===== config.mk =====
export PLATFORM = sky130hd
export DESIGN_NAME = keypad_matrix_emu_flat
export DESIGN_NICKNAME = d
export VERILOG_FILES = /design/src/rtl/keypad_matrix_emu_if.sv /design/src/rtl/keypad_matrix_emu.sv /design/src/flat_wrapper.sv
export SDC_FILE = /design/constraint.sdc
export NUM_CORES = 1
export LEC_CHECK = 0
export BUFFER_PORTS_ARGS = -buffer_cell sky130_fd_sc_hd__buf_2
export CORE_MARGIN = 1
export CORE_UTILIZATION = 40
export DETAILED_ROUTE_END_ITERATION = 10
export SLEW_MARGIN = 20
export SYNTH_ARGS = -nofsm -noshare
export SYNTH_HDL_FRONTEND = slang
export SYNTH_SLANG_ARGS = --single-unit

===== constraint.sdc =====
create_clock -name i_clock -period 3.72 [get_ports i_clock]
set_input_delay 0.186 -clock i_clock [delete_from_list [all_inputs] [get_ports i_clock]]
set_output_delay 0.186 -clock i_clock [all_outputs]
set_load 0.01 [all_outputs]

===== src/rtl/keypad_matrix_emu_if.sv =====
// Request/status and column/row pin bundle between a press source and the keypad emulator.
interface keypad_matrix_emu_if;
  logic [2:0]  col;
  logic [3:0]  row;
  logic        req_valid;
  logic [3:0]  req_code;
  logic [15:0] req_hold_ms;
  logic        req_ready;
  logic        busy;
  logic        press_done;
  logic        code_err;

  modport master (
    output col, req_valid, req_code, req_hold_ms,
    input  row, req_ready, busy, press_done, code_err
  );

  modport slave (
    input  col, req_valid, req_code, req_hold_ms,
    output row, req_ready, busy, press_done, code_err
  );
endinterface


===== src/rtl/keypad_matrix_emu.sv =====
// 12-key matrix emulator: one queued press (code, hold ticks) answers scanner column strobes on the rows.
// Row lags col by one cycle; req_ready only in IDLE; contact bounce optional via KEYEMU_BOUNCE_EN.
module keypad_matrix_emu #(
  parameter int CLK_FREQ  = 50_000_000,
  parameter int TICK_HZ   = 1000,
  parameter int GAP_MS    = 20
`ifdef KEYEMU_BOUNCE_EN
  , parameter int BOUNCE_MS = 5
`endif
) (
  input  logic               i_clock,
  input  logic               i_reset,
  keypad_matrix_emu_if.slave io_bus
);

  localparam int DIV = (CLK_FREQ / TICK_HZ < 1) ? 1 : CLK_FREQ / TICK_HZ;
  localparam int PW  = (DIV > 1) ? $clog2(DIV) : 1;

  typedef enum logic [2:0] {
    S_IDLE,
    S_PRESS,
    S_GAP
`ifdef KEYEMU_BOUNCE_EN
    , S_BOUNCE_IN,
    S_BOUNCE_OUT
`endif
  } state_t;

  state_t      r_state;
  logic [PW-1:0] r_presc;
  logic [15:0] r_cnt;
  logic [15:0] r_hold;
  logic [1:0]  r_r;
  logic [1:0]  r_c;
  logic [3:0]  r_row;
  logic        r_ready;
  logic        r_busy;
  logic        r_done;
  logic        r_err;

  logic        w_tick;
  logic [16:0] w_cnt_inc;
  logic [15:0] w_cnt_sat;
  logic        w_hold_done;
  logic        w_gap_done;
  logic        w_closed;
  logic        w_col_hit;
  logic [1:0]  w_dec_r;
  logic [1:0]  w_dec_c;
  logic        w_dec_ok;
  logic        w_accept;

  assign w_tick      = (r_presc == PW'(DIV - 1));
  assign w_cnt_inc   = {1'b0, r_cnt} + 17'd1;
  assign w_cnt_sat   = (r_cnt == 16'hFFFF) ? r_cnt : w_cnt_inc[15:0];
  assign w_hold_done = w_tick && (w_cnt_inc >= {1'b0, r_hold});
  assign w_gap_done  = w_tick && (w_cnt_inc >= 17'(GAP_MS));
  assign w_accept    = (r_state == S_IDLE) && r_ready && io_bus.req_valid;
  assign w_col_hit   = (r_c == 2'd0) ? io_bus.col[0] :
                       (r_c == 2'd1) ? io_bus.col[1] : io_bus.col[2];

`ifdef KEYEMU_BOUNCE_EN
  logic [15:0] r_lfsr;
  logic        w_bounce_done;

  assign w_bounce_done = w_tick && (w_cnt_inc >= 17'(BOUNCE_MS));
  // Contact chatters only in the bounce windows; PRESS is a solid closure.
  assign w_closed = (r_state == S_PRESS) ||
                    (((r_state == S_BOUNCE_IN) || (r_state == S_BOUNCE_OUT)) && r_lfsr[0]);

  always_ff @(posedge i_clock) begin
    if (i_reset) begin
      r_lfsr <= 16'hACE1;
    end else begin
      r_lfsr <= {r_lfsr[0] ^ r_lfsr[2] ^ r_lfsr[3] ^ r_lfsr[5], r_lfsr[15:1]};
    end
  end
`else
  assign w_closed = (r_state == S_PRESS);
`endif

  // code = 3*r + c
  always_comb begin
    w_dec_r  = 2'd0;
    w_dec_c  = 2'd0;
    w_dec_ok = 1'b1;
    case (io_bus.req_code)
      4'd0:  begin w_dec_r = 2'd0; w_dec_c = 2'd0; end
      4'd1:  begin w_dec_r = 2'd0; w_dec_c = 2'd1; end
      4'd2:  begin w_dec_r = 2'd0; w_dec_c = 2'd2; end
      4'd3:  begin w_dec_r = 2'd1; w_dec_c = 2'd0; end
      4'd4:  begin w_dec_r = 2'd1; w_dec_c = 2'd1; end
      4'd5:  begin w_dec_r = 2'd1; w_dec_c = 2'd2; end
      4'd6:  begin w_dec_r = 2'd2; w_dec_c = 2'd0; end
      4'd7:  begin w_dec_r = 2'd2; w_dec_c = 2'd1; end
      4'd8:  begin w_dec_r = 2'd2; w_dec_c = 2'd2; end
      4'd9:  begin w_dec_r = 2'd3; w_dec_c = 2'd0; end
      4'd10: begin w_dec_r = 2'd3; w_dec_c = 2'd1; end
      4'd11: begin w_dec_r = 2'd3; w_dec_c = 2'd2; end
      default: w_dec_ok = 1'b0;
    endcase
  end

  always_ff @(posedge i_clock) begin
    if (i_reset) begin
      r_presc <= '0;
    end else if (w_tick) begin
      r_presc <= '0;
    end else begin
      r_presc <= r_presc + 1'b1;
    end
  end

  always_ff @(posedge i_clock) begin
    if (i_reset) begin
      r_state <= S_IDLE;
      r_cnt   <= '0;
      r_hold  <= 16'd1;
      r_r     <= '0;
      r_c     <= '0;
      r_ready <= 1'b0;
      r_busy  <= 1'b0;
      r_done  <= 1'b0;
      r_err   <= 1'b0;
    end else begin
      r_done <= 1'b0;
      r_err  <= 1'b0;
      if (w_tick) begin
        r_cnt <= w_cnt_sat;
      end
      case (r_state)
        S_IDLE: begin
          r_ready <= 1'b1;
          if (w_accept) begin
            r_cnt <= '0;
            if (w_dec_ok) begin
              r_r     <= w_dec_r;
              r_c     <= w_dec_c;
              r_hold  <= (io_bus.req_hold_ms == 16'd0) ? 16'd1 : io_bus.req_hold_ms;
              r_ready <= 1'b0;
              r_busy  <= 1'b1;
`ifdef KEYEMU_BOUNCE_EN
              r_state <= S_BOUNCE_IN;
`else
              r_state <= S_PRESS;
`endif
            end else begin
              r_err <= 1'b1;
            end
          end
        end
        S_PRESS: begin
          if (w_hold_done) begin
            r_cnt   <= '0;
`ifdef KEYEMU_BOUNCE_EN
            r_state <= S_BOUNCE_OUT;
`else
            r_state <= S_GAP;
`endif
          end
        end
        S_GAP: begin
          if (w_gap_done) begin
            r_cnt   <= '0;
            r_state <= S_IDLE;
            r_done  <= 1'b1;
            r_ready <= 1'b1;
            r_busy  <= 1'b0;
          end
        end
`ifdef KEYEMU_BOUNCE_EN
        S_BOUNCE_IN: begin
          if (w_bounce_done) begin
            r_cnt   <= '0;
            r_state <= S_PRESS;
          end
        end
        S_BOUNCE_OUT: begin
          if (w_bounce_done) begin
            r_cnt   <= '0;
            r_state <= S_GAP;
          end
        end
`endif
        default: begin
          r_state <= S_IDLE;
          r_busy  <= 1'b0;
        end
      endcase
    end
  end

  always_ff @(posedge i_clock) begin
    if (i_reset) begin
      r_row <= '0;
    end else if (w_closed && w_col_hit) begin
      r_row <= 4'b0001 << r_r;
    end else begin
      r_row <= '0;
    end
  end

  assign io_bus.row        = r_row;
  assign io_bus.req_ready  = r_ready;
  assign io_bus.busy       = r_busy;
  assign io_bus.press_done = r_done;
  assign io_bus.code_err   = r_err;

endmodule


===== src/flat_wrapper.sv =====
// flat-port wrapper written by rule: the top's interface ports become plain ports
module keypad_matrix_emu_flat 
#(
  parameter int CLK_FREQ  = 50_000_000,
  parameter int TICK_HZ   = 1000,
  parameter int GAP_MS    = 20

)
  (i_clock, i_reset, io_bus_col, io_bus_req_valid, io_bus_req_code, io_bus_req_hold_ms, io_bus_row, io_bus_req_ready, io_bus_busy, io_bus_press_done, io_bus_code_err);
  keypad_matrix_emu_if io_bus_i ();
  input  logic i_clock;
  input  logic i_reset;
  input wire logic [$bits(io_bus_i.col)-1:0] io_bus_col;
  input wire logic [$bits(io_bus_i.req_valid)-1:0] io_bus_req_valid;
  input wire logic [$bits(io_bus_i.req_code)-1:0] io_bus_req_code;
  input wire logic [$bits(io_bus_i.req_hold_ms)-1:0] io_bus_req_hold_ms;
  output wire logic [$bits(io_bus_i.row)-1:0] io_bus_row;
  output wire logic [$bits(io_bus_i.req_ready)-1:0] io_bus_req_ready;
  output wire logic [$bits(io_bus_i.busy)-1:0] io_bus_busy;
  output wire logic [$bits(io_bus_i.press_done)-1:0] io_bus_press_done;
  output wire logic [$bits(io_bus_i.code_err)-1:0] io_bus_code_err;
  assign io_bus_i.col = io_bus_col;
  assign io_bus_i.req_valid = io_bus_req_valid;
  assign io_bus_i.req_code = io_bus_req_code;
  assign io_bus_i.req_hold_ms = io_bus_req_hold_ms;
  assign io_bus_row = io_bus_i.row;
  assign io_bus_req_ready = io_bus_i.req_ready;
  assign io_bus_busy = io_bus_i.busy;
  assign io_bus_press_done = io_bus_i.press_done;
  assign io_bus_code_err = io_bus_i.code_err;
  keypad_matrix_emu #(.CLK_FREQ(CLK_FREQ), .TICK_HZ(TICK_HZ), .GAP_MS(GAP_MS)) u_core (.i_clock(i_clock), .i_reset(i_reset), .io_bus(io_bus_i));
endmodule

# Word-level counts from Yosys, hierarchy flattened

Index checks and enable logic that the tools add are counted.

Add/subtract/negate cells: 2
Order comparisons: 2
Eq/ne operators: 20
Shift-type cells: 1
Muxes and demuxes: 26
Bitwise gates (word level): 5
Reduce and logical (&&, ||, !) cells: 24

Operators with widths:

| operator                                                                              | count |
|---|---|
| 16-bit 2-to-1 mux                                                                     | 6 |
| 16-bit one-hot mux with 3 select lines                                                | 1 |
| 16-bit == test (second input constant)                                                | 2 |
| 16-bit by 1-bit adder with 17-bit output (second input constant)                      | 1 |
| 17-bit by 16-bit greater-or-equal comparator with 1-bit output                        | 1 |
| 17-bit by 5-bit greater-or-equal comparator with 1-bit output (second input constant) | 1 |
| 16-bit by 1-bit adder with 16-bit output (second input constant)                      | 1 |
| 4-bit by 3-bit == test with 1-bit output (second input constant)                      | 4 |
| 4-bit == test (second input constant)                                                 | 4 |
| 16-bit logical NOT                                                                    | 1 |
| 3-bit 2-to-1 mux                                                                      | 4 |
| 12-bit OR reduction                                                                   | 1 |
| 3-bit OR reduction                                                                    | 4 |
| 1-bit 2-to-1 mux                                                                      | 10 |
| 3-bit one-hot mux with 3 select lines                                                 | 1 |
| 4-bit by 2-bit == test with 1-bit output (second input constant)                      | 2 |
| 2-bit by 1-bit != test with 1-bit output (second input constant)                      | 4 |
| 4-bit AND reduction                                                                   | 2 |
| 4-bit OR reduction                                                                    | 2 |
| 2-bit one-hot mux with 3 select lines                                                 | 1 |
| 2-bit OR reduction                                                                    | 3 |
| 1-bit logical AND                                                                     | 5 |
| 1-bit NOT                                                                             | 5 |
| 4-bit by 1-bit == test with 1-bit output (second input constant)                      | 1 |
| other kinds (13)                                                                      | 13 |

Register bits: 63
Input bits: 26
Output and inout bits: 8
Word-level logic and storage cells: 91

# Logic depth before layout (Yosys ltp)

Gate-level depths: netlist of the first run.

Depth in word-level cells: 6
Depth in mapped cells: 14
Mapped depth without buffers: 12

# Worst setup path before layout of the first run

No wires, ideal clock.

Kind: flip-flop to flip-flop
Start point: reg u_core.r_cnt[0]
End point: reg u_core.r_cnt[6]
Setup time: 0.079 ns
Arrival: 3.275 ns
Data required time: 3.641 ns
Path slack: 0.366 ns
Cell stages (with the launch flop): 15
Path buffers: 2
Period minus slack after synthesis: 3.354 ns
Path through: dfxtp_1 > ha_1 > buf_2 > nand3_2 > nor4_2 > xor2_1 > ha_1 > a21o_1 > a211o_1 > a31o_2 > a221o_1 > a31oi_1 > a211oi_4 > buf_6 > nor3_1

Longest elaborated chain between the ends: 5
Elaborated cells on any way between the ends: 12
Those cells by class: 1 x add/sub; 2 x order compare; 1 x eq/ne; 6 x mux; 2 x reduce/logical

Ends and longest elaborated chain:

| element                                                                               | line                                                                         | source |
|---|---|---|
| start: declaration                                                                    | keypad_matrix_emu.sv:31                                                      | `logic [15:0] r_cnt;` |
| start signal: assignment                                                              | keypad_matrix_emu.sv:129                                                     | `r_cnt <= w_cnt_sat;` |
| 16-bit by 1-bit adder with 17-bit output / 16-bit == test (equally long branches)     | keypad_matrix_emu.sv:54, keypad_matrix_emu.sv:55                             |  |
| 17-bit by 5-bit greater-or-equal comparator with 1-bit output (tied with other cells) | keypad_matrix_emu.sv:57                                                      | `assign w_gap_done = w_tick && (w_cnt_inc >= 17'(GAP_MS));` |
| 1-bit logical AND (tied with other cells)                                             | keypad_matrix_emu.sv:57                                                      |  |
| 16-bit 2-to-1 mux (on tied branches)                                                  | keypad_matrix_emu.sv:163, keypad_matrix_emu.sv:134, keypad_matrix_emu.sv:153 |  |
| 16-bit one-hot mux with 3 select lines *                                              | keypad_matrix_emu.sv:131                                                     | `case (r_state)` |

Mark *: on every way between the ends. The rest lies on a longest branch, timed or not.
A chain may end at the register's enable or synchronous reset.

# Final worst setup path of the first run

Start point: reg u_core.r_cnt[5]
End point: reg u_core.r_cnt[12]

The elaborated chain is that of the path after synthesis.

==> metrics, run 1 <==
met1 usage in global routing 23.06%; buffers added on ports 33; Skew-Pair Late Insertion Delay 350 ps; HPWL after detailed placement 5512 um; net total in the final layout 495; Total Wirelength 7474 um; # clock sinks 62; Fill cells 842; final critical path time including I/O delays and setup 3495 ps; first-pass GRT wire length 12610 um; signal arrival time at the worst endpoint 3750 ps; area of the die 0.009184 mm^2; clock share of power 42.0%; via count of the first global-routing pass 2756; CP startpoint kind register; static leakage power 0.001642 uW; number of CTS-inserted buffers 9; width of the die 95.84 um; number of setup violations in the final report 0; number of vias per cell 5.233; worst path bufs/invs 1; number of setup buffers added after CTS 0; critical path required time 3970 ps; Post-Syn Nets 464; DR pass1 iterations 4; die height 95.84 um; Peak Freq 0.2861 GHz; worst hold-check path type in -> reg; dpl cell area 0.003780 mm^2; highest net fanout along the worst path 16; Syn-to-layout area delta 13.68%; predominant post-synthesis flop cell sky130_fd_sc_hd__dfxtp_1; CTS tree yes; initial antenna violation count 0; highest-delay cell along the critical path sky130_fd_sc_hd__dfxtp_1; area of the multi-input gates 0.002133 mm^2; number of routed nets with antenna violations 0; power per cell area 349.8 mW/mm^2; actual transition at the worst max-transition pin 1016 ps; outcome completed; Ports 34; H-tree Lvls 3; total global routing overflow 0; share of the clock period used by the worst path 93.95%; Post-CTS Hold Fix Bufs 0; combinational group share of total power 8.7%; register cell area after layout 0.001241 mm^2; worst-path cell chain nand4_4, nor3_4, and3_1, xor2_1, ha_1, a21o_1, a211o_1, a31o_2, a221o_1, a31oi_2, a211oi_4, buf_4, nor4_1; aggregate global-route resource usage 17.93%; synthesized netlist cell count 421; register bit count reported by yosys 62; reported net switching power 357.2 uW; final hold violation count 0; GR met2 Demand/Resource 29.35%; average wire per standard cell 13.30 um; Total Negative Setup Slacks 0 ps; routing layer with the top usage in global route met2; Crit Path Class reg -> reg; Mapped Area 0.003522 mm^2; capturing element type of the critical path register; Via Count 2941; Worst Clk Skew 13.83 ps; switch share 25.51%; Max Cap Viol 0; number of remaining DRC errors 0; max_slew headroom 31.79%; Synth warnings 0; met3 track demand over resource 4.028%; Min Hold Slack 86.47 ps; floorplan core area 0.008382 mm^2; Slew Limit Fails 0; Starting DRT DRC Count 119; Initial Util 42.02%; number of flops mapped to enable cells by yosys 0; Internal Dissipation 1043 uW; design area 0.004004 mm^2; Synth cell types 56; pin count of the biggest net entering global routing 41; share of flip-flops with an asynchronous set or reset 0%; clock root cell sky130_fd_sc_hd__clkbuf_8; sequential fraction of the synthesis area 35.24%; routability cong. 0.8553; delay of the slowest cell on the worst path 540 ps; num rows 33; Reg clk slew, reported paths 70 ps; relative contribution of sequential cells to total power 49.3%; average instance area after synthesis 8.366 um^2; buffer levels on the longest clock path 2; worst vdd ir 0.2587 mV; Top Family by Delay on Critical Path compound AO/OA/AOI/OAI gates; antenna diode instance count 0; ratio of cells with drive above 1 in the final layout 18.60%
## through the flow
stage / utilization (%) / cells / worst slack [ps] / total power (uW)
5_1_grt: 47.77 / 562 / -11.16 / 1471
3_5_place_dp: 45.10 / 546 / 186.7 / 826.2
3_3_place_gp: 45.10 / 546 / 310.8 / 824.3
4_1_cts: 47.45 / 562 / 155.4 / 1424
6_report: 47.77 / 562 / 225.0 / 1400
2_1_floorplan: - / 421 / 366.2 / 785.4
## metal layers
layer  part of all wire (%)  wire length [um]
met2                     48              3552
met5                      0                 0
met4                    1.2                90
met1                     49              3649
met3                    2.4               182
## flip-flops by register name (all words and copies together), names as in the netlist
signal	count
u_core.io_bus.row	4
u_core.io_bus.req_ready	1
u_core.r_state	2
u_core.io_bus.code_err	1
u_core.io_bus.busy	1
u_core.r_hold	16
u_core.r_r	2
u_core.io_bus.press_done	1
u_core.r_presc	16
u_core.r_cnt	16
u_core.r_c	2
## logic make-up after synthesis
family | share of synthesized area [%]
AND/OR/NAND/NOR | 28.21
AO/OA/AOI/OAI | 12.68
flip-flops | 35.24
buffers and inverters | 4.938
XOR/XNOR | 10.59
adder cells (fa/ha/maj) | 6.039
multiplexers | 2.309
## placed cells by master, fill, tap and decap left out, types with 3 or more instances in the layout
master                      n
sky130_fd_sc_hd__nand2b_1   3
sky130_fd_sc_hd__buf_4      7
sky130_fd_sc_hd__nand2_1   52
sky130_fd_sc_hd__nand3_1   15
sky130_fd_sc_hd__a211oi_1   3
sky130_fd_sc_hd__ha_1      17
sky130_fd_sc_hd__mux2i_1    7
sky130_fd_sc_hd__nand4_1    7
sky130_fd_sc_hd__a31o_2     4
sky130_fd_sc_hd__and3_1    13
sky130_fd_sc_hd__or3_1      4
sky130_fd_sc_hd__buf_2     33
sky130_fd_sc_hd__nor2_1    40
sky130_fd_sc_hd__o21bai_1   3
sky130_fd_sc_hd__inv_1     22
sky130_fd_sc_hd__nor3_1    15
sky130_fd_sc_hd__xor2_1    15
sky130_fd_sc_hd__dfxtp_1   62
sky130_fd_sc_hd__a21oi_1   27
sky130_fd_sc_hd__clkbuf_8   9
sky130_fd_sc_hd__clkinv_4   3
sky130_fd_sc_hd__nor4_1     4
sky130_fd_sc_hd__xnor2_1   25
sky130_fd_sc_hd__nor3_2     9
sky130_fd_sc_hd__o21ai_0    7
sky130_fd_sc_hd__o22ai_1    3
## power by group through the flow
| stage | combinational (uW) | sequential [uW] | clock, uW |
|---|---|---|---|
| floorplan | 82.3 | 703 | 0 |
| global placement | 119 | 705 | 0 |
| detailed placement | 121 | 706 | 0 |
| CTS | 121 | 690 | 612 |
| global route | 138 | 692 | 640 |
| finish | 121 | 690 | 589 |
## cell usage after synthesis, types with 6 or more instances
cell type,instances,area share (%)
sky130_fd_sc_hd__a21oi_1,27,3.8
sky130_fd_sc_hd__and3_1,13,2.3
sky130_fd_sc_hd__buf_2,6,0.85
sky130_fd_sc_hd__clkbuf_1,12,1.3
sky130_fd_sc_hd__dfxtp_1,62,35
sky130_fd_sc_hd__ha_1,17,6.0
sky130_fd_sc_hd__inv_1,22,2.3
sky130_fd_sc_hd__mux2i_1,7,2.0
sky130_fd_sc_hd__nand2_1,52,5.5
sky130_fd_sc_hd__nand3_1,16,2.3
sky130_fd_sc_hd__nand4_1,7,1.2
sky130_fd_sc_hd__nor2_1,40,4.3
sky130_fd_sc_hd__nor3_1,15,2.1
sky130_fd_sc_hd__nor3_2,9,2.6
sky130_fd_sc_hd__o21ai_0,7,0.99
sky130_fd_sc_hd__xnor2_1,25,6.2
sky130_fd_sc_hd__xor2_1,15,3.7
## worst min-delay path, cell delays in order
cell and delay (ps):
sky130_fd_sc_hd__buf_2 100, sky130_fd_sc_hd__nand2_1 50, sky130_fd_sc_hd__a21oi_1 50
## final cells by class
| type | count | area share (%) |
|---|---|---|
| multi-input combinational | 317 | 53.28 |
| sequential | 62 | 31.00 |
| timing repair buffer | 40 | 5.438 |
| tap | 105 | 3.281 |
| clock buffer | 10 | 3.187 |
| inverter | 22 | 2.063 |
| clock inverter | 6 | 1.750 |
## worst paths after layout
path / cells past startpoint / start / to / slack, ps
worst max-delay path: 13 / u_core.r_cnt[5] / u_core.r_cnt[12] / 230
worst min-delay path: 3 / io_bus_req_hold_ms[5] / u_core.r_hold[5] / 90
worst max register to register: 13 / u_core.r_cnt[5] / u_core.r_cnt[12] / 230
worst min register to register: 1 / u_core.r_presc[0] / u_core.r_presc[0] / 440
## what timing repair did
action / CTS / global route
resized for setup: 0 / 5
endpoints found under the hold margin: 0 / 0
setup endpoints to repair: 0 / 16
(Power assumes the default switching activity.)
==> inputs of run 2 (changes only) <==
--- a/config.mk
+++ b/config.mk
@@ -6,9 +6,12 @@
 export NUM_CORES = 1
 export LEC_CHECK = 0
 export BUFFER_PORTS_ARGS = -buffer_cell sky130_fd_sc_hd__buf_2
+export CORE_ASPECT_RATIO = 1.75
 export CORE_MARGIN = 1
-export CORE_UTILIZATION = 40
+export CORE_UTILIZATION = 50
 export DETAILED_ROUTE_END_ITERATION = 10
+export PLACE_DENSITY = 0.69
+export SKIP_LAST_GASP = 1
 export SLEW_MARGIN = 20
 export SYNTH_ARGS = -nofsm -noshare
 export SYNTH_HDL_FRONTEND = slang
==> metrics, run 2 (same netlist as run 1, synthesis figures left out) <==
Slew Limit Fails 0 (unchanged); HPWL after detailed placement 5950 um (+7.9%); final hold violation count 0 (unchanged); share of the clock period used by the worst path 93.36% (-0.59 points); buffers added on ports 33 (unchanged); Peak Freq 0.2879 GHz (+0.63%); Reg clk slew, reported paths 50 ps (-20 ps); final cell count without fillers 542 (-3.6%); signal arrival time at the worst endpoint 3710 ps (-40 ps); die height 113.0 um (+18%); Max Cap Viol 0 (unchanged); register cell area after layout 0.001241 mm^2 (unchanged); average wire per standard cell 14.78 um (+11%); DR pass1 iterations 4 (unchanged); Syn-to-layout area delta 14.85%; Starting DRT DRC Count 116 (-2.5%); number of routed nets with antenna violations 0 (unchanged); routability cong. 0.9605 (+12%); final critical path time including I/O delays and setup 3473 ps (-21.95 ps); via count of the first global-routing pass 2914 (+5.7%); Fill cells 598 (-29%); capturing element type of the critical path register; number of vias per cell 5.603 (+7.1%); antenna diode instance count 0 (unchanged); Skew-Pair Late Insertion Delay 330 ps (-20 ps); outcome completed; clock root cell sky130_fd_sc_hd__clkbuf_16; number of CTS-inserted buffers 9 (unchanged); Total Wirelength 8009 um (+7.2%); static leakage power 0.001666 uW (+1.5%); pin count of the biggest net entering global routing 41 (unchanged); net total in the final layout 497 (+0.40%); max_slew headroom 34.21% (+2.4 points); Initial Util 51.37% (+9.3 points); num rows 40 (+21%); actual transition at the worst max-transition pin 980.3 ps (-36.09 ps); number of setup violations in the final report 0 (unchanged); Worst Clk Skew 7.818 ps (-6.009 ps); number of remaining DRC errors 0 (unchanged); largest registers u_core.r_cnt (16), u_core.r_hold (16), u_core.r_presc (16); worst hold-check path type in -> reg; worst vdd ir 0.2977 mV (+15%); total global routing overflow 0 (unchanged); critical path required time 3960 ps (about the same); number of instances in the placed design 527 (-3.5%); Total Negative Setup Slacks 0 ps (unchanged); Crit Path Class reg -> reg; width of the die 65.45 um (-32%); aggregate global-route resource usage 23.62% (+5.7 points); area of the multi-input gates 0.002115 mm^2 (-0.88%); CP startpoint kind register; Post-CTS Hold Fix Bufs 0 (unchanged); power per cell area 389.4 mW/mm^2 (+11%); # clock sinks 62 (unchanged); first-pass GRT wire length 13300 um (+5.4%); unrepaired setup endpoints after global routing no; area of the die 0.007397 mm^2 (-19%); Ports 34 (unchanged); leading cell types in the layout, fill and taps excluded sky130_fd_sc_hd__dfxtp_1 (62), sky130_fd_sc_hd__nand2_1 (52), sky130_fd_sc_hd__nor2_1 (40), sky130_fd_sc_hd__buf_2 (33), sky130_fd_sc_hd__a21oi_1 (27); initial antenna violation count 0 (unchanged); Via Count 3037 (+3.3%); leading cell type in the layout, fill and taps excluded sky130_fd_sc_hd__dfxtp_1; buffer levels on the longest clock path 2 (unchanged); floorplan core area 0.006857 mm^2 (-18%); H-tree Lvls 3 (unchanged); ratio of cells with drive above 1 in the final layout 17.90% (-0.70 points); CTS tree yes; highest net fanout along the worst path 16 (unchanged)
run 2: worst paths after layout:
check                         from                 to  slack [ps]  depth (start not counted)
max reg2reg        u_core.r_cnt[0]   u_core.r_cnt[12]         250                         13
min          io_bus_req_hold_ms[9]   u_core.r_hold[9]         110                          3
max                u_core.r_cnt[0]   u_core.r_cnt[12]         250                         13
min reg2reg      u_core.r_presc[0]  u_core.r_presc[0]         450                          1
run 2: repair_timing:
action                                  4_1_cts  5_1_grt
resized for setup                             0        2
buffers inserted                              0        0
endpoints found under the setup margin        0        2
run 2: final cells by class:
type / count / share of cell area (%)
clock buffer: 14 / 6.526
clock inverter: 1 / 0.1237
inverter: 22 / 2.041
multi-input combinational: 317 / 52.27
sequential: 62 / 30.68
tap: 84 / 2.598
timing repair buffer: 42 / 5.753
run 2: where the power goes:
| part | switching [uW] | leakage (uW) | internal, uW |
|---|---|---|---|
| Clock | 277 | 0.000133 | 482 |
| Sequential | 11.2 | 0.000502 | 681 |
| Combinational | 74.0 | 0.00103 | 50.0 |
run 2: critical path, cell delays in order (launching register included):
cell and delay (ps):
sky130_fd_sc_hd__dfxtp_1 460, sky130_fd_sc_hd__ha_1 240, sky130_fd_sc_hd__nand3_2 130, sky130_fd_sc_hd__nor4_2 380, sky130_fd_sc_hd__xor2_1 200, sky130_fd_sc_hd__ha_1 260, sky130_fd_sc_hd__a21o_1 160, sky130_fd_sc_hd__a211o_1 290
sky130_fd_sc_hd__a31o_2 220, sky130_fd_sc_hd__a221o_1 270, sky130_fd_sc_hd__a31oi_2 240, sky130_fd_sc_hd__a211oi_4 40, sky130_fd_sc_hd__buf_4 220, sky130_fd_sc_hd__nor4_1 260
run 2: stage by stage:
step | worst slack (ps) | hold slack (ps) | power, uW | cell area (um^2) | util (%)
global route | 29.11 | 116.1 | 1632 | 4045 | 59.00
finish | 247.0 | 106.0 | 1575 | 4045 | 59.00
detailed placement | 186.8 | 444.6 | 830.1 | 3769 | 54.96
global placement | 330.4 | 423.1 | 825.1 | 3769 | 54.96
floorplan | 366.2 | 322.0 | 785.4 | 3522 | -
CTS | 172.5 | 96.83 | 1592 | 4038 | 58.89
run 2: metal layers:
| layer | share of wire (%) | track usage [%] | routed length (um) | up-vias |
|---|---|---|---|---|
| met1 | 41 | 26.32 | 3261 | 1430 |
| li1 | - | - | - | 1531 |
| met3 | 2.8 | 5.544 | 225 | 15 |
| met2 | 53 | 40.96 | 4260 | 61 |
| met4 | 3.3 | 11.45 | 261 | 0 |
| met5 | 0 | 0 | 0 | - |
==> inputs of run 3 (changes only) <==
==> constraint.sdc (replaced) <==
create_clock -name i_clock -period 3.72 [get_ports i_clock]
set_input_delay 0.744 -clock i_clock [delete_from_list [all_inputs] [get_ports i_clock]]
set_output_delay 0.744 -clock i_clock [all_outputs]
set_load 0.01 [all_outputs]
==> metrics, run 3 (same netlist as run 1, synthesis figures left out) <==
worst setup slack for register-to-register paths 220 ps (-20 ps); leading cell type in the layout, fill and taps excluded sky130_fd_sc_hd__dfxtp_1; final hold violation count 0 (unchanged); critical path required time 3960 ps (about the same); clock root cell sky130_fd_sc_hd__clkbuf_16; H-tree Lvls 3 (unchanged); Crit Path Class reg -> reg; outcome completed; Syn-to-layout area delta 16.23%; Worst Clk Skew 8.630 ps (+0.8124 ps); net total in the final layout 498 (+0.20%); area of the die 0.007397 mm^2 (unchanged); via count of the first global-routing pass 2882 (-1.1%); average wire per standard cell 14.81 um (+0.19%); highest net fanout along the worst path 16 (unchanged); design area 0.004094 mm^2 (+1.2%); number of CTS-inserted buffers 9 (unchanged); HPWL after detailed placement 5952 um (about the same); Ports 34 (unchanged); total global routing overflow 0 (unchanged); aggregate global-route resource usage 23.89% (+0.28 points); die height 113.0 um (unchanged); CP startpoint kind register; worst vdd ir 0.3586 mV (+20%); Total Negative Setup Slacks 0 ps (unchanged); leading cell types in the layout, fill and taps excluded sky130_fd_sc_hd__dfxtp_1 (61), sky130_fd_sc_hd__nand2_1 (52), sky130_fd_sc_hd__nor2_1 (40), sky130_fd_sc_hd__buf_2 (33), sky130_fd_sc_hd__a21oi_1 (27); worst hold-check path type reg -> reg; CTS tree yes; Slew Limit Fails 0 (unchanged); number of vias per cell 5.586 (-0.30%); number of setup violations in the final report 0 (unchanged); number of routed nets with antenna violations 0 (unchanged); Starting DRT DRC Count 93 (-20%); Max Cap Viol 0 (unchanged); Peak Freq 0.2859 GHz (-0.70%); num rows 40 (unchanged); Reg clk slew, reported paths 50 ps (about the same); buffers added on ports 33 (unchanged); Internal Dissipation 1316 uW (+8.4%); initial antenna violation count 0 (unchanged); largest registers u_core.r_cnt (16), u_core.r_hold (16), u_core.r_presc (16); power per cell area 415.6 mW/mm^2 (+6.7%); reported net switching power 386.0 uW (+6.6%); signal arrival time at the worst endpoint 3740 ps (+30 ps); ratio of cells with drive above 1 in the final layout 18.70% (+0.79 points); actual transition at the worst max-transition pin 1087 ps (+106.4 ps); max_slew headroom 27.07% (-7.1 points); routability cong. 0.9309 (-3.1%); floorplan core area 0.006857 mm^2 (unchanged); relative contribution of sequential cells to total power 40.6% (-3.4 points); antenna diode instance count 0 (unchanged); clock share of power 52.1% (+3.9 points); share of the clock period used by the worst path 94.02% (+0.66 points); unrepaired setup endpoints after global routing no; buffer levels on the longest clock path 2 (unchanged); number of remaining DRC errors 0 (unchanged); Via Count 3039 (+0.066%); width of the die 65.45 um (unchanged); combinational group share of total power 7.3% (-0.6 points); static leakage power 0.001691 uW (+1.5%); dpl cell area 0.003776 mm^2 (+0.20%); Total Wirelength 8054 um (+0.56%); switch share 22.69% (-0.29 points); DR pass1 iterations 5 (+1); # clock sinks 62 (unchanged); Skew-Pair Late Insertion Delay 340 ps (about the same); Fill cells 604 (+1.0%); capturing element type of the critical path register; number of instances in the placed design 528 (+0.19%); Initial Util 51.37% (unchanged); final cell count without fillers 544 (+0.37%); final critical path time including I/O delays and setup 3498 ps (+24.52 ps); first-pass GRT wire length 13220 um (-0.57%); pin count of the biggest net entering global routing 40 (-2.4%)
## run 3: cell type report
cell class	instances	area (um^2)	share of cell area, %
sequential	62	1242	30.35
timing repair buffer	43	240.2	5.868
inverter	22	82.58	2.017
multi-input combinational	317	2108	51.50
tap	84	105.1	2.567
clock inverter	6	86.33	2.109
clock buffer	10	229.0	5.593
## run 3: power groups by stage
stage,Combinational [uW],Clock [uW],Sequential [uW]
after CTS,125,897,691
after global routing,139,919,693
final,124,887,691
after detailed placement,124,0,706
after global placement,121,0,705
after floorplan,82.3,0,703
## run 3: path summary, 6_finish.rpt
check | startpoint | endpoint | depth (start not counted)
setup / recovery | u_core.r_cnt[1] | u_core.r_cnt[12] | 13
hold / removal | u_core.r_presc[0] | u_core.r_presc[0] | 1
setup reg to reg | u_core.r_cnt[1] | u_core.r_cnt[12] | 13
hold reg to reg | u_core.r_presc[0] | u_core.r_presc[0] | 1
## run 3: critical path, stage by stage (launching register included)
cell and delay, ps:
sky130_fd_sc_hd__dfxtp_1 440, sky130_fd_sc_hd__ha_1 220, sky130_fd_sc_hd__nand3_2 140, sky130_fd_sc_hd__nor4_2 400
sky130_fd_sc_hd__xor2_1 190, sky130_fd_sc_hd__ha_1 260, sky130_fd_sc_hd__a21o_1 160, sky130_fd_sc_hd__a211o_1 290
sky130_fd_sc_hd__a31o_2 230, sky130_fd_sc_hd__a221o_1 260, sky130_fd_sc_hd__a31oi_1 280, sky130_fd_sc_hd__a211oi_4 40
sky130_fd_sc_hd__buf_4 220, sky130_fd_sc_hd__nor4_1 260
## run 3: layer usage
metal / vias to the layer above / GRT usage, % / share of wire, %
met1: 1424 / 25.09 / 41
li1: 1533 / - / -
met2: 62 / 42.68 / 53
met5: - / 0 / 0
met3: 20 / 3.427 / 2.5
met4: 0 / 15.65 / 3.7
## run 3: stage by stage
step | hold WS, ps | util [%] | total power [uW] | setup WS (ps)
floorplan | 413.2 | - | 785.4 | 366.2
global placement | 424.9 | 55.07 | 826.2 | 329.8
finish | 446.5 | 59.71 | 1702 | 222.5
detailed placement | 437.7 | 55.07 | 829.8 | 197.6
global route | 475.4 | 59.71 | 1751 | 6.262
CTS | 448.7 | 59.67 | 1713 | 193.5
## run 3: timing repair
| action | CTS | global route |
|---|---|---|
| hold buffers | 0 | 0 |
| gates resized for setup | 0 | 2 |
| setup endpoints to repair | 0 | 5 |
| buffers inserted | 0 | 0 |
